<file path="src/rtl/acc_ctrl_pkg.sv">
// Shared encodings for the multicycle accumulator controller.
package acc_ctrl_pkg;

  // Instruction opcodes
  localparam logic [2:0] OP_ADD = 3'b000;
  localparam logic [2:0] OP_SUB = 3'b001;
  localparam logic [2:0] OP_DIV = 3'b010;
  localparam logic [2:0] OP_MUL = 3'b011;
  localparam logic [2:0] OP_MC  = 3'b100;
  localparam logic [2:0] OP_HLT = 3'b101;
  localparam logic [2:0] OP_MR  = 3'b110;
  localparam logic [2:0] OP_MW  = 3'b111;

  // Source operand codes
  localparam logic [1:0] SRC_A    = 2'b00;
  localparam logic [1:0] SRC_B    = 2'b01;
  localparam logic [1:0] SRC_ACC  = 2'b10;
  localparam logic [1:0] SRC_ZERO = 2'b11;

  // Destination codes (1x selects ACC)
  localparam logic [1:0] DST_A = 2'b00;
  localparam logic [1:0] DST_B = 2'b01;

  typedef enum logic [2:0] {
    FETCH,
    EXEC,
    MEM,
    CLEAR,
    HALT
  } state_t;

  // ALU encoding equals the low two opcode bits of the ALU instructions
  typedef enum logic [1:0] {
    ALU_ADD = 2'b00,
    ALU_SUB = 2'b01,
    ALU_DIV = 2'b10,
    ALU_MUL = 2'b11
  } alu_op_t;

  // ALU instructions are exactly those with opcode MSB clear
  function automatic logic is_alu_op(input logic [2:0] op);
    return (op[2] == 1'b0);
  endfunction

  function automatic logic is_mem_op(input logic [2:0] op);
    return (op == OP_MR) || (op == OP_MW) || (op == OP_MC);
  endfunction

endpackage

</file>
<file path="src/rtl/acc_alu.sv">
// Combinational ALU: ACC op src, truncated to DATA_W; unsigned divide.
module acc_alu
  import acc_ctrl_pkg::*;
#(
  parameter int DATA_W = 32
) (
  input  logic [1:0]        op,
  input  logic [DATA_W-1:0] a,
  input  logic [DATA_W-1:0] b,
  output logic [DATA_W-1:0] y,
  output logic              div_zero
);

  // Result select; divide by zero saturates to all ones and flags it
  always_comb begin
    y        = '0;
    div_zero = 1'b0;
    case (alu_op_t'(op))
      ALU_ADD: y = a + b;
      ALU_SUB: y = a - b;
      ALU_MUL: y = a * b;
      ALU_DIV: begin
        if (b == '0) begin
          y        = '1;
          div_zero = 1'b1;
        end else begin
          y = a / b;
        end
      end
      default: y = '0;
    endcase
  end

endmodule

</file>
<file path="src/rtl/acc_multicycle_ctrl.sv">
// Multicycle controller: fetch, decode, and sequence ALU/memory/clear/halt.
module acc_multicycle_ctrl
  import acc_ctrl_pkg::*;
#(
  parameter int DATA_W    = 32,
  parameter int ADDR_W    = 25,
  parameter int PC_W      = 16,
  parameter int CLR_WORDS = 16
) (
  input  logic              clk,
  input  logic              rst_n,
  output logic              inst_req,
  output logic [PC_W-1:0]   pc,
  input  logic              inst_valid,
  input  logic [DATA_W-1:0] inst,
  output logic              mem_req,
  output logic              mem_we,
  output logic [ADDR_W-1:0] mem_addr,
  output logic [DATA_W-1:0] mem_wdata,
  input  logic              mem_ack,
  input  logic [DATA_W-1:0] mem_rdata,
  output logic [DATA_W-1:0] reg_a,
  output logic [DATA_W-1:0] reg_b,
  output logic [DATA_W-1:0] acc,
  output logic              halted,
  output logic              div0
);

  localparam int CNT_W = (CLR_WORDS > 1) ? $clog2(CLR_WORDS) : 1;
  localparam logic [CNT_W-1:0] CNT_LAST = CNT_W'(CLR_WORDS - 1);

  state_t            state_reg;
  state_t            state_next;
  logic              run_reg;     // low until the first edge after reset release
  logic [2:0]        op_reg;
  logic [1:0]        src_reg;
  logic [1:0]        dst_reg;
  logic [CNT_W-1:0]  clr_cnt_reg;

  // Fields of the incoming instruction word
  logic [2:0]        inst_op;
  logic [1:0]        inst_src;
  logic [1:0]        inst_dst;
  logic [ADDR_W-1:0] inst_imm;

  assign inst_op  = inst[DATA_W-1 -: 3];
  assign inst_src = inst[DATA_W-4 -: 2];
  assign inst_dst = inst[DATA_W-6 -: 2];
  assign inst_imm = inst[ADDR_W-1:0];

  logic              fetch_take;
  logic              clr_last;
  logic [DATA_W-1:0] exec_src;
  logic [DATA_W-1:0] fetch_src;
  logic [DATA_W-1:0] alu_y;
  logic              alu_div_zero;

  assign fetch_take = (state_reg == FETCH) && run_reg && inst_valid;
  assign clr_last   = (clr_cnt_reg == CNT_LAST);

  // Operand muxes: latched src for EXEC, incoming src for MW write data
  always_comb begin
    exec_src  = '0;
    fetch_src = '0;
    case (src_reg)
      SRC_A:   exec_src = reg_a;
      SRC_B:   exec_src = reg_b;
      SRC_ACC: exec_src = acc;
      default: exec_src = '0;
    endcase
    case (inst_src)
      SRC_A:   fetch_src = reg_a;
      SRC_B:   fetch_src = reg_b;
      SRC_ACC: fetch_src = acc;
      default: fetch_src = '0;
    endcase
  end

  acc_alu #(
    .DATA_W (DATA_W)
  ) u_alu (
    .op       (op_reg[1:0]),
    .a        (acc),
    .b        (exec_src),
    .y        (alu_y),
    .div_zero (alu_div_zero)
  );

  // State register
  always_ff @(posedge clk or negedge rst_n) begin
    if (!rst_n) begin
      state_reg <= FETCH;
    end else begin
      state_reg <= state_next;
    end
  end

  // Next-state and state-decoded handshake outputs
  always_comb begin
    state_next = state_reg;
    inst_req   = 1'b0;
    mem_req    = 1'b0;
    halted     = 1'b0;
    case (state_reg)
      FETCH: begin
        inst_req = run_reg;
        if (fetch_take) begin
          if (is_alu_op(inst_op) || (inst_op == OP_HLT)) begin
            state_next = EXEC;
          end else if (inst_op == OP_MC) begin
            state_next = CLEAR;
          end else begin
            state_next = MEM;
          end
        end
      end
      EXEC: begin
        state_next = (op_reg == OP_HLT) ? HALT : FETCH;
      end
      MEM: begin
        mem_req = 1'b1;
        if (mem_ack) begin
          state_next = FETCH;
        end
      end
      CLEAR: begin
        mem_req = 1'b1;
        if (mem_ack && clr_last) begin
          state_next = FETCH;
        end
      end
      HALT: begin
        halted = 1'b1;
      end
      default: state_next = FETCH;
    endcase
  end

  // Architectural registers, pc, decode latches and memory request fields
  always_ff @(posedge clk or negedge rst_n) begin
    if (!rst_n) begin
      run_reg     <= 1'b0;
      op_reg      <= '0;
      src_reg     <= '0;
      dst_reg     <= '0;
      clr_cnt_reg <= '0;
      pc          <= '0;
      reg_a       <= '0;
      reg_b       <= '0;
      acc         <= '0;
      div0        <= 1'b0;
      mem_we      <= 1'b0;
      mem_addr    <= '0;
      mem_wdata   <= '0;
    end else begin
      run_reg <= 1'b1;
      case (state_reg)
        FETCH: begin
          if (fetch_take) begin
            op_reg      <= inst_op;
            src_reg     <= inst_src;
            dst_reg     <= inst_dst;
            clr_cnt_reg <= '0;
            if (is_mem_op(inst_op)) begin
              mem_addr  <= inst_imm;
              mem_we    <= (inst_op != OP_MR);
              mem_wdata <= (inst_op == OP_MW) ? fetch_src : '0;
            end
          end
        end
        EXEC: begin
          pc <= pc + 1'b1;
          if (is_alu_op(op_reg)) begin
            acc <= alu_y;
            if (alu_div_zero) begin
              div0 <= 1'b1;
            end
          end
        end
        MEM: begin
          if (mem_ack) begin
            pc <= pc + 1'b1;
            if (op_reg == OP_MR) begin
              if (dst_reg == DST_A) begin
                reg_a <= mem_rdata;
              end else if (dst_reg == DST_B) begin
                reg_b <= mem_rdata;
              end else begin
                acc <= mem_rdata;
              end
            end
          end
        end
        CLEAR: begin
          if (mem_ack) begin
            if (clr_last) begin
              clr_cnt_reg <= '0;
              pc          <= pc + 1'b1;
            end else begin
              clr_cnt_reg <= clr_cnt_reg + 1'b1;
              mem_addr    <= mem_addr + 1'b1;
            end
          end
        end
        default: begin
        end
      endcase
    end
  end

endmodule

</file>
<file path="config.mk">
export PLATFORM = sky130hd
export DESIGN_NAME = acc_multicycle_ctrl
export DESIGN_NICKNAME = d
export VERILOG_FILES = /design/src/rtl/acc_ctrl_pkg.sv /design/src/rtl/acc_alu.sv /design/src/rtl/acc_multicycle_ctrl.sv
export SDC_FILE = /design/constraint.sdc
export NUM_CORES = 2
export LEC_CHECK = 0
export CORE_ASPECT_RATIO = 2
export CORE_UTILIZATION = 60
export DETAILED_ROUTE_END_ITERATION = 10
export PLACE_DENSITY_LB_ADDON = 0.12
export SYNTH_ARGS = -nofsm -noshare
export SYNTH_HDL_FRONTEND = slang
export SYNTH_SLANG_ARGS = --single-unit
export TNS_END_PERCENT = 20
</file>
<file path="constraint.sdc">
create_clock -name clk -period 114.3 [get_ports clk]
set_input_delay 22.86 -clock clk [delete_from_list [all_inputs] [get_ports clk]]
set_output_delay 22.86 -clock clk [all_outputs]
set_load 0.02 [all_outputs]
</file>
# Yosys cells after proc, flatten, opt, wreduce, memory -nomap -nowiden

Cells that the tools add are included.

$mul: 1
Bitwise gates (word level): 4
Mux-type cells: 36
Equal/unequal tests: 31
Add/subtract/negate cells: 5
Div/mod/pow operators: 1
Reductions and logical operators: 26

Operator list:

| operator                                      | number |
|---|---|
| two-way mux 32 bit                            | 7 |
| one-hot mux 32 bit (3 select lines)           | 2 |
| one-hot mux 32 bit (4 select lines)           | 1 |
| two-way mux 25 bit                            | 4 |
| one-hot mux 32 bit (2 select lines)           | 1 |
| one-hot mux 25 bit (2 select lines)           | 1 |
| two-way mux 16 bit                            | 3 |
| one-hot mux 16 bit (3 select lines)           | 1 |
| adder 32 bit                                  | 1 |
| divider 32 x 32 -> 32 bit                     | 1 |
| zero test 32 bit                              | 1 |
| multiplier 32 x 32 -> 32 bit                  | 1 |
| subtractor 32 bit                             | 1 |
| adder 25 x 1 -> 25 bit, second input constant | 1 |
| == test 3 bit, second input constant          | 7 |
| inequality test 2 bit, second input constant  | 10 |
| adder 16 x 1 -> 16 bit, second input constant | 1 |
| one-hot mux 3 bit (5 select lines)            | 1 |
| two-way mux 3 bit                             | 4 |
| two-way mux 4 bit                             | 3 |
| AND reduction 4 bit                           | 3 |
| AND reduction 5 bit                           | 2 |
| AND reduction 3 bit                           | 3 |
| == test 2 x 1 -> 1 bit, second input constant | 4 |
| other kinds (20)                              | 40 |

Input bits: 68
Bits in registers: 186
Output and inout bits: 174
Logic and storage cells: 118

# Logic depth before layout (Yosys ltp)

Depth in word-level cells: 7
Gate-level depth with buffers: 444

# Modules after synthesis

Synthesis repeated with hierarchy kept, for this count alone.

Cells, all modules: 7,401
Area, all modules: 56,455.4 µm²

Modules (own cells, without submodules):

| module              | area an instance (µm²) | cells each | seq. area each (µm²) | instances |
|---|---|---|---|---|
| acc_alu             | 47,033.9               | 6,464      | 0.0                  | 1 |
| acc_multicycle_ctrl | 9,421.5                | 937        | 4,654.5              | 1 |

# Least setup slack after synthesis

OpenSTA, ideal clock, no wires.

Kind: register to register
From: reg src_reg[0]
To: reg acc[0]
Setup slack: 31,715 ps
Library setup time: 138 ps
Data required time: 114,162 ps
Path buffers: 54
Arrival time: 82,448 ps
Period minus slack after synthesis: 82,585 ps
Cell stages (with the launch flop): 408
Cell sequence: dfrtp_1 buf_2 nor2b_4 buf_4 buf_2 o2bb2ai_1 inv_1 nand4_1 nor4_1 nand2_1 or3_1 and2_1 ha_1 o21a_1 o21ai_0 nor2_1 nand2_1 nand2_1 (+372 left out) nand3_1 a31o_2 clkbuf_1 clkbuf_1 mux2_2 ha_1 a21o_1 a21oi_1 nor2b_1 o21ai_0 nand2b_1 a21oi_1 nor2b_1 o21ai_0 nand4b_1 nor3_1 a211o_1 a22oi_1

Cells in the longest elaborated chain, start to end: 7
Elaborated cells on any way between the ends: 13
Those cells by class: add/sub (2); mul (1); div (1); eq/ne (2); mux (5); reduce/logical (2)

RTL lines:

| element                                                              | line                         | source |
|---|---|---|
| start: declaration                                                   | acc_multicycle_ctrl.sv:36    | `logic [1:0] src_reg;` |
| start signal: assignment                                             | acc_multicycle_ctrl.sv:161   | `src_reg <= inst_src;` |
| == test 2 bit, or another cell as far along                          | acc_multicycle_ctrl.sv:65    | `case (src_reg)` |
| one-hot mux 32 bit (3 select lines) (*)                              | acc_multicycle_ctrl.sv:65    |  |
| divider 32 x 32 -> 32 bit / zero test 32 bit (equally long branches) | acc_alu.sv:27, acc_alu.sv:23 |  |
| two-way mux 32 bit                                                   | acc_alu.sv:23                | `if (b == '0) begin` |
| one-hot mux 32 bit (4 select lines) (*)                              | acc_alu.sv:18                | `case (alu_op_t'(op))` |
| two-way mux 32 bit (*)                                               | acc_multicycle_ctrl.sv:173   | `if (is_alu_op(op_reg)) begin` |
| one-hot mux 32 bit (2 select lines) (*)                              | acc_multicycle_ctrl.sv:157   | `case (state_reg)` |
| end signal: assignment                                               | acc_multicycle_ctrl.sv:174   | `acc <= alu_y;` |
| end signal: assignment                                               | acc_multicycle_ctrl.sv:189   | `acc <= mem_rdata;` |
| end: declaration                                                     | acc_multicycle_ctrl.sv:24    | `output logic [DATA_W-1:0] acc,` |

Every way passes the cells marked *; elsewhere a longest branch is shown, timed or not. The select of a mux whose other input is x is not followed.
A chain may end at the register's enable or synchronous reset.

# Final worst setup path

From: reg src_reg[1]
To: reg acc[0]

Same word-level chain as after synthesis.

==> results.toml <==
[worst_setup_path]
cp_max_fo = 44
critPathMaxStageDelay_ps = 980
path_class = "reg -> reg"
crit_slowest_cell = "o311ai_0"
cp.arrival_ps = 101300
worstSetupStartpointType = "flop"
required_ps = 114660
crit_top_cell = "o21ai_0"
cp-end-kind = "flop"

[clocking]
clkTransAtPathRegs_ps = 80
cts_buffer_depth = 2
cts.sinks = 186
tritoncts = "yes"
cts_buffers = 17
htree_num_levels = 4
post_cts_buffers = 0
cts_resized = 0
clk_latency_ps = 510
cts-root-buf = "clkbuf_16"
cts_hold_buffers = 0

[synth]
synth_ff_type = "dfrtp_1"
synth_cell_types = 97
synth.avg_cell_area_um2 = 7.63
seq_area_frac_synth_pct = 8.80
synth_edf_count = 0
netlist_area_um2 = 52900
yosysWarningCount = 0
syn_nets = 8102
ys_seq_elements = 186
async_flop_share_pct = 100
netlist_instances = 6935

[global_routing]
gr-usage-met2_pct = 81.2
grt_use_met1_pct = 51.8
grt_pass1_vias = 56286
grt_overflow = 0
grt_usage_pct = 52.5
antenna_found_initial = 18
grt-busiest-layer = "met2"
grt_max_degree = 132
grt_first_pass_wirelength_um = 345000
gr-usage-met3_pct = 18.6

[timing]
setup_tns_ps = 0
fin_crit_ps = 100940
max_freq_ghz = 0.00991
fin_skew_ps = 20.5
finalHoldViolCount = 0
period_share_pct = 88.3
worst_slew_pin_slew_ps = 1590
rsz0062_at_grt = "no"
slew_viol_final = 3
final-setup-viol-count = 0
slew_headroom_pct = -6.85

[finish]
final_common_cell = "nand2_1"
ff_latch_area_um2 = 4660
syn_to_final_growth_pct = 8.84
final_nets = 8193
multiInputGateArea_um2 = 44900
drive_gt1_share_pct = 6.51
n_fill_cell = 7618
layout_common_cells = "nand2_1 (954), ha_1 (690), inv_1 (625), nor2_1 (613), a21oi_1 (468)"

[floorplanning]
die_x_um = 212
io_pins = 242
row_count = 153
dieArea_um2 = 89500
die_h_um = 422
coreArea_um2 = 87100
start_util_pct = 60.8

[placement]
hpwlAfterDp_um = 177000
io_buffers = 241
place.gp.congestion = 1.12

[routing]
drtAntennaViolNets = 0
drc = 0
first_pass_iters = 10
vias = 55761
wl_per_cell_um = 28.5
avgViaCountPerCell = 6.79
drt-initial-drc-count = 5641
drt_wl_total_um = 234000

[worst_hold_path]
hold_class = "reg -> reg"

[job]
drv_cap = 1

[run_status]
failed_checks = "max-capacitance violations, max-slew violations"
outcome = "finished, violations left"
-- area by class of cell --
type,instances,share of cell area (%)
multi-input combinational,5790,78.0
sequential,186,8.09
timing repair buffer,404,6.32
inverter,627,4.09
tap,1162,2.52
clock buffer,18,0.745
clock inverter,13,0.239
antenna,7,0.0304
-- synth_stat cells, drive strengths merged, types with 111 or more instances --
master	instances	area, um^2
nor3	134	681
clkbuf	287	1080
fa	409	8190
ha	690	8630
mux2	152	1730
and2	111	694
xnor2	323	2830
o21a	120	901
dfrtp	186	4650
inv	627	2350
a21o	163	1220
nand2	954	3580
nor2	614	2310
xor2	154	1350
o21ai	375	1880
a21oi	470	2350
-- worst paths after layout --
path                                 start             to  slack [ps]  cells after the start
worst max register to register  src_reg[1]         acc[0]       13360                    371
worst min-delay path                  div0           div0         460                      2
worst max-delay path            src_reg[1]         acc[0]       13360                    371
min in group asynchronous            rst_n   mem_addr[24]       22480                      1
max in group asynchronous            rst_n  mem_wdata[13]       90290                      2
worst min register to register        div0           div0         460                      2
-- kinds of logic (layout without fill, tap and decap cells) --
logic type / Yosys count / after routing / synth area share, %
AOI/OAI and AO/OA: 1646 / 1646 / 19.9
xor gates and xnor gates: 477 / 477 / 7.89
adders and majority gates: 1099 / 1099 / 31.8
buffers and inverters: 959 / 1062 / 6.88
DFF: 186 / 186 / 8.80
muxes: 241 / 241 / 4.97
other: 1 / 8 / 0.00709
and+or+nand+nor: 2326 / 2326 / 19.7
-- metal layers --
layer  wire [um]  vias to the layer above
met4       31600                       26
met2      103000                     3629
met5         168                        -
met3       27700                     1628
li1            -                    23984
met1       71300                    26494
-- critical path: cells and delay by family, from the launching register on --
kind | cells | cell delay (ps)
compound gates | 210 | 58870
simple gates | 101 | 22100
buf+inv | 20 | 4230
flops | 1 | 510
mux | 9 | 3850
fa+ha+maj | 31 | 10950
-- stage by stage --
| stage | area (um^2) | util [%] | std cells | worst slack (ps) | hold WS (ps) |
|---|---|---|---|---|---|
| 3_3_place_gp | 57000 | 65.4 | 8167 | 18860 | 451 |
| 5_1_grt | 57600 | 66.1 | 8201 | 7040 | 480 |
| 2_1_floorplan | 52900 | - | 6935 | 31710 | 464 |
| 3_5_place_dp | 57000 | 65.4 | 8167 | 16910 | 446 |
| 4_1_cts | 57600 | 66.1 | 8198 | 16730 | 463 |
| 6_report | 57600 | 66.1 | 8207 | 13360 | 465 |
Power is not shown: default switching activity piles up to over one toggle a cycle in this logic, so the estimate is an artifact.
